<file path="src/rtl/riscv_pkg.sv">
// Shared RISC-V front-end definitions: fetch FSM encoding and default
// reset vector / sequential increment used by the fetch PC unit.
package riscv_pkg;

  localparam int unsigned DEF_XLEN       = 32;
  localparam int unsigned DEF_INC_BY     = 4;
  localparam int unsigned DEF_ALIGN_BITS = 2;
  localparam logic [31:0] DEF_RESET_VECTOR = 32'h0000_0000;

  typedef enum logic [1:0] {
    ST_BOOT  = 2'd0,
    ST_RUN   = 2'd1,
    ST_FAULT = 2'd2
  } fetch_state_e;

endpackage

</file>
<file path="src/rtl/riscv_align_chk.sv">
// Address alignment check, shared between fetch and LSU.
// Ports:
//   addr      - address to test
//   aligned_c - combinational: 1 when the low ALIGN_BITS of addr are zero
module riscv_align_chk
  import riscv_pkg::*;
#(
  parameter int unsigned XLEN       = DEF_XLEN,
  parameter int unsigned ALIGN_BITS = DEF_ALIGN_BITS
) (
  input  logic [XLEN-1:0] addr,
  output logic            aligned_c
);

  // Mask form keeps ALIGN_BITS == 0 legal (always aligned).
  localparam logic [XLEN-1:0] ALIGN_MASK = XLEN'((64'd1 << ALIGN_BITS) - 64'd1);

  assign aligned_c = ((addr & ALIGN_MASK) == '0);

endmodule

</file>
<file path="src/rtl/riscv_fetch_pc.sv">
// Fetch program counter with boot cycle, branch/trap redirection and
// misaligned-target fault capture.
// Ports:
//   clk, rst_n          - clock, synchronous active-low reset
//   pc_en               - sequential advance permitted (0 = stall)
//   redirect / _addr    - taken branch/jump and its target
//   trap / trap_vec     - trap request and handler base
//   fetch_ready         - instruction memory accepts pc
//   fetch_valid         - pc is a valid fetch request (RUN only)
//   pc                  - registered fetch address
//   pc_next_seq         - combinational pc + INC_BY (link value)
//   misalign_err        - high while in FAULT
//   fault_addr          - captured misaligned redirect target
module riscv_fetch_pc
  import riscv_pkg::*;
#(
  parameter int unsigned      XLEN         = DEF_XLEN,
  parameter logic [XLEN-1:0]  RESET_VECTOR = XLEN'(DEF_RESET_VECTOR),
  parameter int unsigned      INC_BY       = DEF_INC_BY,
  parameter int unsigned      ALIGN_BITS   = DEF_ALIGN_BITS
) (
  input  logic            clk,
  input  logic            rst_n,
  input  logic            pc_en,
  input  logic            redirect,
  input  logic [XLEN-1:0] redirect_addr,
  input  logic            trap,
  input  logic [XLEN-1:0] trap_vec,
  input  logic            fetch_ready,
  output logic            fetch_valid,
  output logic [XLEN-1:0] pc,
  output logic [XLEN-1:0] pc_next_seq,
  output logic            misalign_err,
  output logic [XLEN-1:0] fault_addr
);

  localparam logic [XLEN-1:0] ALIGN_MASK = XLEN'((64'd1 << ALIGN_BITS) - 64'd1);

  fetch_state_e state;
  logic         redirect_aligned;

  riscv_align_chk #(
    .XLEN       (XLEN),
    .ALIGN_BITS (ALIGN_BITS)
  ) u_align_chk (
    .addr      (redirect_addr),
    .aligned_c (redirect_aligned)
  );

  // Wraps modulo 2^XLEN by construction.
  assign pc_next_seq = pc + XLEN'(INC_BY);

  // Fetch FSM and PC update: reset > trap > redirect > sequential > hold.
  always_ff @(posedge clk) begin
    if (!rst_n) begin
      state        <= ST_BOOT;
      pc           <= RESET_VECTOR;
      fetch_valid  <= 1'b0;
      misalign_err <= 1'b0;
      fault_addr   <= '0;
    end else if (trap) begin
      // Honoured from every state; handler base is force-aligned.
      state        <= ST_RUN;
      pc           <= trap_vec & ~ALIGN_MASK;
      fetch_valid  <= 1'b1;
      misalign_err <= 1'b0;
    end else begin
      case (state)
        ST_BOOT: begin
          state       <= ST_RUN;
          fetch_valid <= 1'b1;
        end
        ST_RUN: begin
          if (redirect) begin
            if (redirect_aligned) begin
              // Flush: taken regardless of stall or handshake.
              pc <= redirect_addr;
            end else begin
              state        <= ST_FAULT;
              fetch_valid  <= 1'b0;
              misalign_err <= 1'b1;
              fault_addr   <= redirect_addr;
            end
          end else if (pc_en && fetch_ready) begin
            pc <= pc_next_seq;
          end
        end
        ST_FAULT: begin
          // Only trap or reset leave FAULT.
        end
        default: begin
          state       <= ST_BOOT;
          fetch_valid <= 1'b0;
        end
      endcase
    end
  end

endmodule

</file>
<file path="config.mk">
export PLATFORM = sky130hd
export DESIGN_NAME = riscv_fetch_pc
export DESIGN_NICKNAME = d
export VERILOG_FILES = /design/src/rtl/riscv_pkg.sv /design/src/rtl/riscv_align_chk.sv /design/src/rtl/riscv_fetch_pc.sv
export SDC_FILE = /design/constraint.sdc
export NUM_CORES = 1
export LEC_CHECK = 0
export BUFFER_PORTS_ARGS = -buffer_cell sky130_fd_sc_hd__buf_2
export CAP_MARGIN = 25
export CORE_AREA = 4 4 71 139
export DETAILED_ROUTE_END_ITERATION = 6
export DIE_AREA = 0 0 75 143
export PLACE_DENSITY = 0.78
export SETUP_SLACK_MARGIN = 0.1
export SLEW_MARGIN = 20
export SYNTH_ARGS = -nofsm -noshare
export SYNTH_HDL_FRONTEND = slang
export SYNTH_SLANG_ARGS = --single-unit
</file>
<file path="constraint.sdc">
create_clock -name clk -period 1.7 [get_ports clk]
set_input_delay 0.085 -clock clk [delete_from_list [all_inputs] [get_ports clk]]
set_output_delay 0.085 -clock clk [all_outputs]
set_load 0.005 [all_outputs]
</file>
==> results of run 1 <==
## stage by stage
step	std cells	setup slack [ps]	total power [µW]	utilization, %	setup TNS (ps)
after floorplan	460	27.5	2050	-	0
after global placement	760	33.1	2420	56.6	0
after detailed placement	760	7.74	2440	56.6	0
after CTS	823	-245	4540	67.5	-3720
after global routing	835	-314	4740	71.2	-6250
final	835	-252	4600	71.2	-3990
## layer usage
metal	GRT usage, %	part of all wire, %	up-vias
li1	-	-	2186
met1	29.6	34	2344
met2	50.5	54	252
met3	5.36	5.9	86
met4	19.2	6.4	0
met5	0	0	-
## path summary, 6_finish.rpt
kind                                    start                          end  cells after the start
setup / recovery           pc[9]$_SDFFE_PN0P_              pc_next_seq[19]                      8
hold / removal              redirect_addr[31]  fault_addr[31]$_SDFFE_PN0P_                      3
setup reg to reg           pc[9]$_SDFFE_PN0P_          pc[20]$_SDFFE_PN0P_                      8
hold reg to reg   fault_addr[23]$_SDFFE_PN0P_  fault_addr[23]$_SDFFE_PN0P_                      2
## layout make-up
| class | instances | area, µm² | share of cell area, % |
|---|---|---|---|
| Multi-Input combinational cell | 356 | 2610 | 41.3 |
| Timing Repair Buffer | 285 | 1850 | 29.3 |
| Sequential cell | 67 | 1380 | 21.8 |
| Clock buffer | 12 | 246 | 3.90 |
| Tap cell | 102 | 128 | 2.02 |
| Clock inverter | 4 | 73.8 | 1.17 |
| Inverter | 9 | 33.8 | 0.534 |
## tightest hold or removal path, cell delays in order
cell	delay [ps]
buf_2	100
nand2_1	40
a21boi_0	60
## placed cells by master (no fill, tap or decap), drive strengths merged, types with 6 or more instances in the layout
cell type,count
nor2,25
dfxtp,67
buf,271
a22oi,9
and2,11
and3,6
inv,9
nor4,8
a21boi,32
a222oi,8
o21ai,24
nand2b,6
xor2,8
nand2,96
nand3,17
mux2i,10
dlygate4sd3,14
xnor2,20
nor3,7
a21oi,12
nand4,12
clkbuf,12
## cells in the mapped netlist (all sizes together)
cell type / count / share of area, %
clkbuf: 16 / 1.6
a22oi: 9 / 1.8
and4: 3 / 0.71
nor2b: 2 / 0.34
or2: 2 / 0.34
a32oi: 1 / 0.24
and3: 6 / 1.0
a21oi: 12 / 1.6
nor3: 7 / 1.4
a222oi: 8 / 2.2
o31ai: 1 / 0.20
a211o: 1 / 0.24
a21boi: 32 / 6.5
and2: 11 / 1.9
a22o: 1 / 0.24
nand2: 96 / 9.7
xor2: 8 / 1.9
a221oi: 1 / 0.24
a41oi: 3 / 0.71
a221o: 1 / 0.27
or3: 4 / 0.67
o2bb2ai: 5 / 1.2
nand3: 17 / 2.3
mux2i: 10 / 2.7
o211ai: 5 / 1.0
inv: 9 / 0.91
nand4: 12 / 2.4
o21ai: 24 / 3.2
dfxtp: 67 / 36
xnor2: 20 / 4.7
o31a: 1 / 0.24
ha: 1 / 0.34
nand2b: 6 / 1.2
a31oi: 2 / 0.34
nor2: 24 / 2.8
o311ai: 5 / 1.2
buf: 14 / 2.5
nor4: 8 / 2.1
o22ai: 1 / 0.17
or4: 2 / 0.51
o21a: 2 / 0.40
## flip-flops by register name, summed over array words and instances, names as in the netlist, named ones only
name          count
fault_addr       32
misalign_err      1
pc               30
state             2
## power by group
| group | internal [µW] | switching, µW | leakage, µW |
|---|---|---|---|
| Clock | 1330 | 724 | 0.000157 |
| Combinational | 398 | 421 | 0.00233 |
| Sequential | 1650 | 83.4 | 0.000556 |
| Total | 3370 | 1230 | 0.00305 |
## timing repair
action,4_1_cts,5_1_grt
pin swaps,35,35
endpoints found under the hold margin,14,0
setup endpoints to repair,49,57
hold buffers,14,0
setup buffers,33,17
cloned,1,1
resized for setup,64,51
## logic make-up after synthesis
kind of cell | count (synthesis) | share of synthesized area, %
compound gates | 115 | 21.9
xor+xnor | 28 | 6.60
fa+ha+maj | 1 | 0.337
buf+inv | 39 | 5.05
flops | 67 | 36.1
mux | 10 | 2.69
simple gates | 200 | 27.3
==> impl_metrics.env, run 1 <==
export IMPL_crit_path_max_incr_delay_ps=360
export IMPL_row_count=49
export IMPL_cts_buffer_depth=2
export IMPL_post_drt_wl_per_cell_um=19.7
export IMPL_grt_util_all_layers_pct=28.8
export IMPL_dp_hpwl_mm=11.2
export IMPL_drc=0
export IMPL_layout_setup_ws_ps=-252
export IMPL_fin_nets=799
export IMPL_min_period_ps=1950
export IMPL_cpMaxStageDelayCell="dfxtp_2"
export IMPL_fillers=663
export IMPL_layout_drive_gt1_share_pct=50.2
export IMPL_fmaxAchievable_mhz=512
export IMPL_fin_worst_skew_ps=7.60
export IMPL_clock_latency_ps=340
export IMPL_grt_overflow_total=0
export IMPL_max_cap_viol_count=0
export IMPL_synthDistinctLibCells=53
export IMPL_start_util_pct=41.8
export IMPL_crit_top_cell="buf_6"
export IMPL_report_final_slew_viol_count=0
export IMPL_cts_tree="yes"
export IMPL_synth_seq_cells=67
export IMPL_violations="negative setup slack"
export IMPL_first_global_vias=4785
export IMPL_arrival_ps=1870
export IMPL_antenna_found_initial=0
export IMPL_setup_viol=26
export IMPL_area_growth_pct=70.3
export IMPL_io_pins=168
export IMPL_clock_sinks=67
export IMPL_gp_congestion=0.927
export IMPL_finalHoldViolations=0
export IMPL_postPlaceCellArea_um2=5030
export IMPL_wirelength_mm=16.4
export IMPL_core_area_um2=8890
export IMPL_drtIter0Drc=347
export IMPL_worst_path_dominant_cell_family="buffers and inverters"
export IMPL_numCtsBuffers=9
export IMPL_num_antenna_cells=0
export IMPL_synthCells=460
export IMPL_critPathBufInv=4
export IMPL_ant_nets=0
export IMPL_drt_pass1_iter_count=7
export IMPL_via_per_inst=5.83
export IMPL_p_leak_uw=0.00305
export IMPL_fp_dieW_um=75
export IMPL_crit_fanout=6
export IMPL_whs_ps=1.16
export IMPL_io_buffers=165
export IMPL_max_slew_margin_pct=72.5
export IMPL_syn_num_nets=531
export IMPL_vias=4868
export IMPL_required_ps=1620
export IMPL_finalCritPeriodShare_pct=115
export IMPL_end_kind="output pin"
export IMPL_ir_drop_mv=0.597
export IMPL_status="complete, but fails checks"
export IMPL_synth_warnings=0
export IMPL_min_path_type="input pin to register"
export IMPL_grt_max_degree=33
export IMPL_cts_root_buffer="clkbuf_16"
export IMPL_rsz0062_at_grt="yes"
export IMPL_worstPathCellList="nand4_4, buf_6, nor4_4, buf_6, buf_4, nand2_4, xnor2_2, buf_2"
export IMPL_h_tree_depth=3
export IMPL_critPathKind="register to output pin"
export IMPL_avgSynthCellArea_um2=8.08
export IMPL_worstSetupStartpointType="register"
export IMPL_grt_pass1_wl_mm=23.5
export IMPL_cts_clk_slew_worst_paths_ps=60
export IMPL_die_h_um=143
export IMPL_rrSetupSlack_ps=-100
export IMPL_worstMarginPinSlew_ps=412
export IMPL_dieArea_um2=10700
export IMPL_powerDensity_nw_per_um2=727
export IMPL_syn_cell_area_um2=3710
export IMPL_seq_area_frac_synth_pct=36.1
export IMPL_stdcell_area_um2=6330
Power figures use the tool's default switching activity.
==> inputs of run 2 (changes only) <==
==> constraint.sdc (replaced) <==
create_clock -name clk -period 1.7 [get_ports clk]
set_input_delay 0.085 -clock clk [delete_from_list [all_inputs] [get_ports clk]]
set_output_delay 0.085 -clock clk [all_outputs]
set_load 0.05 [all_outputs]
==> run 2 against run 1 <==
Against the previous run: core utilization is 12 points higher; largest power group unchanged; largest cell class unchanged; die area unchanged; final area grew 16%; combinational power grew 80%; the flow finishes with violations (design-rule violations, negative hold slack, negative setup slack).
==> impl_metrics.env, run 2 (synthesized netlist as in run 1, its figures left out) <==
export IMPL_status="complete, but fails checks"
export IMPL_violations="design-rule violations, negative hold slack, negative setup slack"
export IMPL_drt_pass1_iter_count=7
export IMPL_power_total_uw=5000
export IMPL_grt_overflow_total=0
export IMPL_cts_buffer_depth=2
export IMPL_dieArea_um2=10700
export IMPL_top_regs="fault_addr: 32 flops, pc: 30 flops, state: 2 flops"
export IMPL_rsz0062_at_grt="yes"
export IMPL_critPathKind="register to output pin"
export IMPL_worstSetupStartpointType="register"
export IMPL_max_cap_viol_count=0
export IMPL_required_ps=1620
export IMPL_grt_pass1_wl_mm=26.8
export IMPL_antenna_found_initial=1
export IMPL_fin_util_pct=82.8
export IMPL_io_pins=168
export IMPL_r2r_start="pc[12]$_SDFFE_PN0P_"
export IMPL_dp_hpwl_mm=11.8
export IMPL_layout_drive_gt1_share_pct=57.4
export IMPL_final_common_cell="buf_2"
export IMPL_ir_drop_mv=0.941
export IMPL_ff2ff_path_depth=9
export IMPL_area_growth_pct=98.2
export IMPL_clock_latency_ps=340
export IMPL_hp_start="trap_vec[3]"
export IMPL_crit_fanout=6
export IMPL_vias=5243
export IMPL_grt_max_degree=23
export IMPL_crit_end="pc_next_seq[20]"
export IMPL_powerDensity_nw_per_um2=679
export IMPL_finalHoldViolations=1
export IMPL_start_util_pct=41.8
export IMPL_top_register="fault_addr"
export IMPL_core_area_um2=8890
export IMPL_gp_congestion=0.942
export IMPL_die_h_um=143
export IMPL_post_drt_wl_per_cell_um=22.7
export IMPL_layout_setup_ws_ps=-428
export IMPL_wirelength_mm=19.7
export IMPL_worstMarginPinSlew_ps=551
export IMPL_fp_dieW_um=75
export IMPL_whs_ps=-3.77
export IMPL_drtIter0Drc=598
export IMPL_p_leak_uw=0.00347
export IMPL_setup_viol=42
export IMPL_cts_root_buffer="clkbuf_16"
export IMPL_end_kind="output pin"
export IMPL_min_path_type="input pin to register"
export IMPL_io_buffers=165
export IMPL_startpoint="pc[12]$_SDFFE_PN0P_"
export IMPL_min_period_ps=2130
export IMPL_largest_reg_flops=32
export IMPL_clock_sinks=67
export IMPL_drc=6
export IMPL_via_per_inst=6.05
export IMPL_fmaxAchievable_mhz=470
export IMPL_fin_nets=829
export IMPL_arrival_ps=2040
export IMPL_rr_endpoint="pc[27]$_SDFFE_PN0P_"
export IMPL_grt_util_all_layers_pct=33.3
export IMPL_max_slew_margin_pct=63.2
export IMPL_row_count=49
export IMPL_mostFrequentLayoutCells="buf_2, nand2_1, buf_4"
export IMPL_ant_nets=0
export IMPL_preCtsSetupSlack_ps=-142
export IMPL_finalCritPeriodShare_pct=125
export IMPL_rrSetupSlack_ps=-330
export IMPL_numCtsBuffers=9
export IMPL_h_tree_depth=3
export IMPL_fin_worst_skew_ps=3.43
export IMPL_first_global_vias=5158
export IMPL_cts_clk_slew_worst_paths_ps=60
export IMPL_cts_tree="yes"
export IMPL_report_final_slew_viol_count=0
run 2: worst max-delay path, cell delays in order, from the launching register on:
cell     delay, ps
dfxtp_4        360
nand4_4        190
buf_4          210
nor2_4         160
buf_4          180
nand4_1        130
buf_6          160
xnor2_4        140
buf_8          160
run 2: layout make-up:
class	count	area (µm²)
multi-input combinational	356	3110
tap	102	128
timing repair buffer	315	2380
fill	435	1530
clock buffer	14	274
inverter	9	33.8
sequential	67	1430
clock inverter	2	10.0
antenna	1	2.50
run 2: what timing repair did:
| item | 4_1_cts | 5_1_grt |
|---|---|---|
| hold endpoints to repair | 9 | 0 |
| gates cloned | 0 | 2 |
| endpoints found under the setup margin | 49 | 65 |
| hold buffers | 9 | 0 |
| buffers inserted | 27 | 24 |
| pin swaps | 47 | 38 |
| resized for setup | 133 | 47 |
run 2: worst min path at each step:
stage,endpoint,slack (ps),cells after the start
after global placement,pc[27]$_SDFFE_PN0P_,310,3
after global routing,pc[23]$_SDFFE_PN0P_,20,3
after floorplan,pc[12]$_SDFFE_PN0P_,200,2
final,pc[3]$_SDFFE_PN0P_,-4,3
after detailed placement,pc[27]$_SDFFE_PN0P_,320,3
after CTS,pc[8]$_SDFFE_PN0P_,1,3
run 2: where the power goes:
part,switching [µW],internal [µW]
Combinational,936,540
Sequential,76.4,1640
Clock,702,1100
run 2: metrics by stage:
step / std cells / TNS, ps / instance area (µm²) / hold WS [ps]
floorplan: 460 / -7730 / 4340 / 199
global placement: 795 / -853 / 5860 / 306
detailed placement: 795 / -1340 / 5860 / 317
CTS: 843 / -5230 / 6960 / 1.40
global route: 866 / -13150 / 7360 / 17.7
finish: 866 / -10240 / 7360 / -3.77
run 2: per-layer routing:
metal | up-vias | part of all wire, % | global-route usage (%)
li1 | 2246 | - | -
met1 | 2498 | 31 | 33.1
met2 | 377 | 53 | 60.2
met3 | 122 | 7.8 | 6.20
met4 | 0 | 8.3 | 21.4
met5 | - | 0 | 0
